===== src/rtl/id_stage_pipe.sv =====
// Pipelined ID stage: decodes logic/immediate/shift ops and resolves operands.
// Forwards from EX/MEM, inserts bubbles on load-use, and registers the EX bundle.
module id_stage_pipe #(
    parameter int DATA_W  = 32,
    parameter int RADDR_W = 5,
    parameter int FWD_EN  = 1,
    parameter int CNT_W   = 16
) (
    input  logic               clk,
    input  logic               rst_n,
    input  logic               if_valid_in,
    output logic               if_ready_out,
    input  logic [31:0]        inst_in,
    output logic [RADDR_W-1:0] rd_addr1_out,
    output logic [RADDR_W-1:0] rd_addr2_out,
    output logic               rd_en1_out,
    output logic               rd_en2_out,
    input  logic [DATA_W-1:0]  rd_data1_in,
    input  logic [DATA_W-1:0]  rd_data2_in,
    input  logic               ex_wr_en_in,
    input  logic [RADDR_W-1:0] ex_wr_addr_in,
    input  logic [DATA_W-1:0]  ex_wr_data_in,
    input  logic               ex_is_load_in,
    input  logic               mem_wr_en_in,
    input  logic [RADDR_W-1:0] mem_wr_addr_in,
    input  logic [DATA_W-1:0]  mem_wr_data_in,
    output logic               ex_valid_out,
    input  logic               ex_ready_in,
    output logic [7:0]         aluop_out,
    output logic [2:0]         alusel_out,
    output logic [DATA_W-1:0]  src1_out,
    output logic [DATA_W-1:0]  src2_out,
    output logic [RADDR_W-1:0] wr_addr_out,
    output logic               wr_en_out,
    output logic               inst_invalid_out,
    output logic [CNT_W-1:0]   stall_cnt_out
);

    localparam logic [7:0] EXE_OP_NOP  = 8'h00;
    localparam logic [7:0] EXE_OP_AND  = 8'h24;
    localparam logic [7:0] EXE_OP_OR   = 8'h25;
    localparam logic [7:0] EXE_OP_XOR  = 8'h26;
    localparam logic [7:0] EXE_OP_NOR  = 8'h27;
    localparam logic [7:0] EXE_OP_SLL  = 8'h7C;
    localparam logic [7:0] EXE_OP_SRL  = 8'h02;
    localparam logic [7:0] EXE_OP_SRA  = 8'h03;
    localparam logic [2:0] EXE_RES_NOP   = 3'b000;
    localparam logic [2:0] EXE_RES_LOGIC = 3'b001;
    localparam logic [2:0] EXE_RES_SHIFT = 3'b010;

    logic [5:0]  op, funct;
    logic [15:0] imm;
    logic [4:0]  sa;
    logic [RADDR_W-1:0] rs, rt, rd;

    assign op    = inst_in[31:26];
    assign rs    = RADDR_W'(inst_in[25:21]);
    assign rt    = RADDR_W'(inst_in[20:16]);
    assign rd    = RADDR_W'(inst_in[15:11]);
    assign sa    = inst_in[10:6];
    assign funct = inst_in[5:0];
    assign imm   = inst_in[15:0];

    logic [7:0]         d_aluop;
    logic [2:0]         d_alusel;
    logic [RADDR_W-1:0] d_wa;
    logic               d_we, d_inv, re1, re2;
    logic               use_imm, use_sa, is_lui, is_shift;

    always_comb begin
        d_aluop  = EXE_OP_NOP;
        d_alusel = EXE_RES_NOP;
        d_wa     = '0;
        d_we     = 1'b0;
        d_inv    = 1'b1;
        re1      = 1'b0;
        re2      = 1'b0;
        use_imm  = 1'b0;
        use_sa   = 1'b0;
        is_lui   = 1'b0;
        is_shift = 1'b0;
        case (op)
            6'h0C, 6'h0D, 6'h0E: begin
                re1      = 1'b1;
                use_imm  = 1'b1;
                d_wa     = rt;
                d_we     = 1'b1;
                d_inv    = 1'b0;
                d_alusel = EXE_RES_LOGIC;
                d_aluop  = (op == 6'h0C) ? EXE_OP_AND :
                           (op == 6'h0D) ? EXE_OP_OR : EXE_OP_XOR;
            end
            6'h0F: begin
                is_lui   = 1'b1;
                d_wa     = rt;
                d_we     = 1'b1;
                d_inv    = 1'b0;
                d_alusel = EXE_RES_LOGIC;
                d_aluop  = EXE_OP_OR;
            end
            6'h00: begin
                case (funct)
                    6'h24, 6'h25, 6'h26, 6'h27: begin
                        re1      = 1'b1;
                        re2      = 1'b1;
                        d_wa     = rd;
                        d_we     = 1'b1;
                        d_inv    = 1'b0;
                        d_alusel = EXE_RES_LOGIC;
                        d_aluop  = {2'b00, funct};
                    end
                    6'h00, 6'h02, 6'h03: begin
                        re2      = 1'b1;
                        is_shift = 1'b1;
                        use_sa   = 1'b1;
                        d_wa     = rd;
                        d_we     = 1'b1;
                        d_inv    = 1'b0;
                        d_alusel = EXE_RES_SHIFT;
                        d_aluop  = (funct == 6'h00) ? EXE_OP_SLL :
                                   (funct == 6'h02) ? EXE_OP_SRL : EXE_OP_SRA;
                    end
                    default: ;
                endcase
            end
            default: ;
        endcase
    end

    assign rd_en1_out   = rst_n & re1;
    assign rd_en2_out   = rst_n & re2;
    assign rd_addr1_out = rst_n ? rs : '0;
    assign rd_addr2_out = rst_n ? rt : '0;

    logic fwd_on;
    assign fwd_on = (FWD_EN != 0);

    // A load in EX has no data yet, so it never forwards.
    function automatic logic [DATA_W-1:0] resolve(
        input logic               en,
        input logic [RADDR_W-1:0] a,
        input logic [DATA_W-1:0]  rf
    );
        if (!en || a == '0)
            return '0;
        if (fwd_on && ex_wr_en_in && ex_wr_addr_in == a && !ex_is_load_in)
            return ex_wr_data_in;
        if (fwd_on && mem_wr_en_in && mem_wr_addr_in == a)
            return mem_wr_data_in;
        return rf;
    endfunction

    logic [DATA_W-1:0] opd1, opd2, n_src1, n_src2;

    assign opd1 = resolve(rd_en1_out, rs, rd_data1_in);
    assign opd2 = resolve(rd_en2_out, rt, rd_data2_in);

    assign n_src1 = is_lui   ? DATA_W'({imm, 16'h0000}) :
                    is_shift ? opd2 : opd1;
    assign n_src2 = use_imm ? DATA_W'(imm) :
                    use_sa  ? DATA_W'(sa)  :
                    is_lui  ? '0 : opd2;

    logic m_ex1, m_ex2, m_mem1, m_mem2, hazard, advance, take;

    assign m_ex1  = rd_en1_out & ex_wr_en_in & (ex_wr_addr_in != '0)
                  & (ex_wr_addr_in == rs);
    assign m_ex2  = rd_en2_out & ex_wr_en_in & (ex_wr_addr_in != '0)
                  & (ex_wr_addr_in == rt);
    assign m_mem1 = rd_en1_out & mem_wr_en_in & (mem_wr_addr_in != '0)
                  & (mem_wr_addr_in == rs);
    assign m_mem2 = rd_en2_out & mem_wr_en_in & (mem_wr_addr_in != '0)
                  & (mem_wr_addr_in == rt);

    assign hazard = if_valid_in & (fwd_on
                  ? (ex_is_load_in & (m_ex1 | m_ex2))
                  : (m_ex1 | m_ex2 | m_mem1 | m_mem2));

    assign advance      = !ex_valid_out | ex_ready_in;
    assign take         = if_valid_in & !hazard;
    assign if_ready_out = rst_n & !hazard & advance;

    always_ff @(posedge clk) begin
        if (!rst_n) begin
            ex_valid_out     <= 1'b0;
            aluop_out        <= EXE_OP_NOP;
            alusel_out       <= EXE_RES_NOP;
            src1_out         <= '0;
            src2_out         <= '0;
            wr_addr_out      <= '0;
            wr_en_out        <= 1'b0;
            inst_invalid_out <= 1'b0;
            stall_cnt_out    <= '0;
        end else if (advance) begin
            ex_valid_out <= take;
            if (take) begin
                aluop_out        <= d_aluop;
                alusel_out       <= d_alusel;
                src1_out         <= n_src1;
                src2_out         <= n_src2;
                wr_addr_out      <= d_wa;
                wr_en_out        <= d_we;
                inst_invalid_out <= d_inv;
            end
            if (hazard && stall_cnt_out != '1)
                stall_cnt_out <= stall_cnt_out + 1'b1;
        end
    end

endmodule


===== config.mk =====
export PLATFORM = sky130hd
export DESIGN_NAME = id_stage_pipe
export DESIGN_NICKNAME = d
export VERILOG_FILES = /design/src/rtl/id_stage_pipe.sv
export SDC_FILE = /design/constraint.sdc
export NUM_CORES = 1
export LEC_CHECK = 0
export CAP_MARGIN = 20
export CORE_MARGIN = 1.5
export CORE_UTILIZATION = 46
export DETAILED_ROUTE_END_ITERATION = 8
export PLACE_DENSITY = 0.93
export SLEW_MARGIN = 10
export SYNTH_ARGS = -nofsm -noshare
export SYNTH_HDL_FRONTEND = slang
export SYNTH_SLANG_ARGS = --single-unit

===== constraint.sdc =====
create_clock -name clk -period 4.09 [get_ports clk]
set_input_delay 0.6135 -clock clk [delete_from_list [all_inputs] [get_ports clk]]
set_output_delay 0.6135 -clock clk [all_outputs]
set_load 0.02 [all_outputs]

==> flow_summary.yaml <==
route:
  drtIter0Drc: 912
  viasPerCell: 6.374
  ant_nets: 0
  num_vias: 7859
  wl_per_cell_um: 21.96
  first_pass_iters: 6
  drc: 0
  wirelength_um: 27080
floorplanning:
  dieArea_um2: 14270
  coreArea_um2: 13240
  rows: 42
  start_util_pct: 47.10
  die_h_um: 119.4
  fp.dieW_um: 119.4
  ios: 289
setup_path:
  reg2reg_to: "stall_cnt_out[9]"
  rr_worst_depth: 7
  cp-start-kind: "primary input"
  worst-r2r-setup-slack_ns: 1.67
  cp-startpoint: "inst_in[28]"
  worst_setup_path_end_kind: "primary output"
  cp.arrival_ns: 3.12
  cp_data_required_time_ns: 3.48
  r2r-start: "stall_cnt_out[9]"
  path_cells: "clkdlybuf4s50_1 -> and4bb_1 -> a21boi_4 -> o2bb2ai_2 -> a32o_2 -> a31oi_1 -> clkdlybuf4s50_1"
  worstSetupPathType: "primary input to primary output"
  crit_end: "if_ready_out"
  slowest_delay_ns: 0.56
  crit_path_top_delay_cell: "clkdlybuf4s50_1"
  cp_num_cells: 7
  critical_path.most_common_cell: "clkdlybuf4s50_1"
  crit_buf_inv: 2
  crit_fanout: 12
  path_delay_family: "buffers and inverters"
timing:
  drv_slew: 0
  fin_tns_setup_ns: 0
  final.setup.worst_slack_ns: 0.3608
  fmax_mhz: 268.2
  hold_viol_final: 0
  finalSetupViolations: 0
  hold_slack_ns: 0.4707
  rsz0062_at_grt: "no"
  clock_skew_ns: 0.006933
  timing.slew.headroom_pct: 32.05
  fin_crit_ns: 3.729
  tightest_slew_ns: 1.019
  finalCritPeriodShare_pct: 91.18
synth:
  yosysTopAreaCell: "dfxtp_1"
  synth_top_area_share_pct: 31.13
  netlist_area_um2: 6237
  avgSynthCellArea_um2: 7.719
  async_flop_share_pct: 0
  synth_cell_types: 63
  synth_top_flop_cell: "dfxtp_1"
  synth_edf_count: 0
  synthCells: 808
  yosys_warnings: 0
  synth-seq-area-share_pct: 31.13
  ys_ff_latch: 97
  yosys-top-cells-area: "dfxtp_1 31%, o21ai_0 6.6%, nor2_1 4.9%"
cells_and_area:
  antenna_cells: 0
  finish.net_count: 1231
  layout-drive-gt1-share_pct: 7.001
  area_growth_pct: 51.88
  filler_cell_count: 1085
clock_network:
  post_cts_resized: 0
  htreeDepth: 3
  cts_sinks: 97
  clk_latency_ns: 0.35
  cts_tree: "done"
  cts-root-buf: "clkbuf_16"
  post_cts_buffers: 0
  cts.clk_slew.worst_paths_ns: 0.06
  numCtsBuffers: 9
  ctsHoldBuffers: 0
  clockBufferDepth: 2
global_routing:
  grt_remaining_overflow: 0
  grt_start_max_net_pins: 69
  antenna_found_initial: 0
  grt_usage_pct: 37.20
  grt_pass1_vias: 7521
  grt_pass1_wl_um: 40990
flow_run:
  cap_viol_max_count: 0
hold_path:
  min_path_type: "flip-flop to flip-flop"
run_status:
  status: "finished clean"
power:
  power-per-cell-area_nw_per_um2: 273.6
  ir_drop_mv: 0.2216
  leakage_nw: 3.294
  finalPower_w: 0.002592
place:
  gp_congestion: 1.016
  post-place-ws_ns: 0.4114
  dp_hpwl_um: 19640
  io_buffers: 286
[area by class of cell]
cell class                 instances  area, um2  area share, %
multi-input combinational        632       3935          41.54
timing repair buffer             309       3043          32.12
sequential                        97       1942          20.50
clock buffer                      10      239.0          2.523
tap                              176      220.2          2.325
clock inverter                     5      78.83         0.8321
inverter                           4      15.01         0.1585
[per-layer routing]
layer / wire (um) / vias to the layer above / global-route usage (%)
li1: - / 3538 / -
met1: 10000 / 3601 / 43.74
met2: 12520 / 604 / 60.24
met3: 3081 / 116 / 11.06
met4: 1476 / 0 / 21.28
met5: 0 / - / 0
[synth_stat cells (all sizes together), types with 6 or more instances]
cell / instances
o21ai: 85
o31a: 13
a21oi: 24
a211oi: 24
nor3: 53
nor2: 82
o31ai: 16
xnor2: 17
o211ai: 32
o21a: 10
nand3: 32
a221o: 14
xor2: 9
clkbuf: 46
a221oi: 28
o2bb2ai: 9
o221a: 15
and3: 6
a31oi: 11
dfxtp: 97
and2: 26
nand2: 70
buf: 30
[layout by cell type, fill, tap and decap left out, types with 5 or more instances in the layout]
cell type and count:
buf_4 22, a221oi_1 28, nand2b_1 5, a211oi_1 22, or3_1 5, o211ai_1 32, a21oi_1 23, clkbuf_16 9
o221a_2 15, nand2_1 70, a22oi_1 5, o21a_1 10, xor2_1 9, nand3_1 31, nor3_1 48, nor2_1 81
o31a_1 13, and2_1 23, dfxtp_1 97, nor3_2 5, a31oi_1 11, o2bb2ai_1 8, o31ai_1 16, clkdlybuf4s50_1 285
o21ai_0 82, a221o_1 14, xnor2_1 17, and3_1 6
[logic make-up (layout without fill, tap and decap cells)]
group,Yosys count,in the layout,share of synthesized area (%)
flops,97,97,31.13
mux,3,3,0.4815
buf+inv,80,328,6.018
fa+ha+maj,1,1,0.2006
xor+xnor,26,26,3.651
compound gates,302,302,35.05
simple gates,298,298,23.41
other cells,1,2,0.06012
[power breakdown]
part	total, W	switching, W	leakage, nW	internal (W)
Combinational	0.000663	0.000335	2.34	0.000327
Clock	0.000925	0.000376	0.159	0.000550
Sequential	0.00100	0.0000224	0.792	0.000981
[registers in the layout, summed over array words and instances, names as in the netlist]
| name | count |
|---|---|
| alusel_out | 2 |
| ex_valid_out | 1 |
| src1_out | 32 |
| src2_out | 32 |
| inst_invalid_out | 1 |
| aluop_out | 7 |
| wr_en_out | 1 |
| stall_cnt_out | 16 |
| wr_addr_out | 5 |
[stage by stage]
stage / instances / instance area, um2 / utilization, %
after floorplan: 809 / 6241 / -
after global placement: 1218 / 9155 / 69.13
after detailed placement: 1218 / 9155 / 69.13
after CTS: 1233 / 9473 / 71.53
after global routing: 1233 / 9473 / 71.53
final: 1233 / 9473 / 71.53
[worst min path at each step]
stage	from	end	slack, ns	cells after the start
floorplan	src2_out[26]	src2_out[26]	0.53	2
global placement	src2_out[26]	src2_out[26]	0.44	2
detailed placement	src2_out[26]	src2_out[26]	0.45	2
CTS	src2_out[24]	src2_out[24]	0.46	2
global route	src2_out[31]	src2_out[31]	0.49	2
finish	src2_out[31]	src2_out[31]	0.47	2
[tightest hold or removal path: stages, from the launching register on]
cell and delay (ns):
dfxtp_1 0.31, nand3_1 0.06, o31ai_1 0.06
Note: power is estimated with default switching activity, not from simulation.
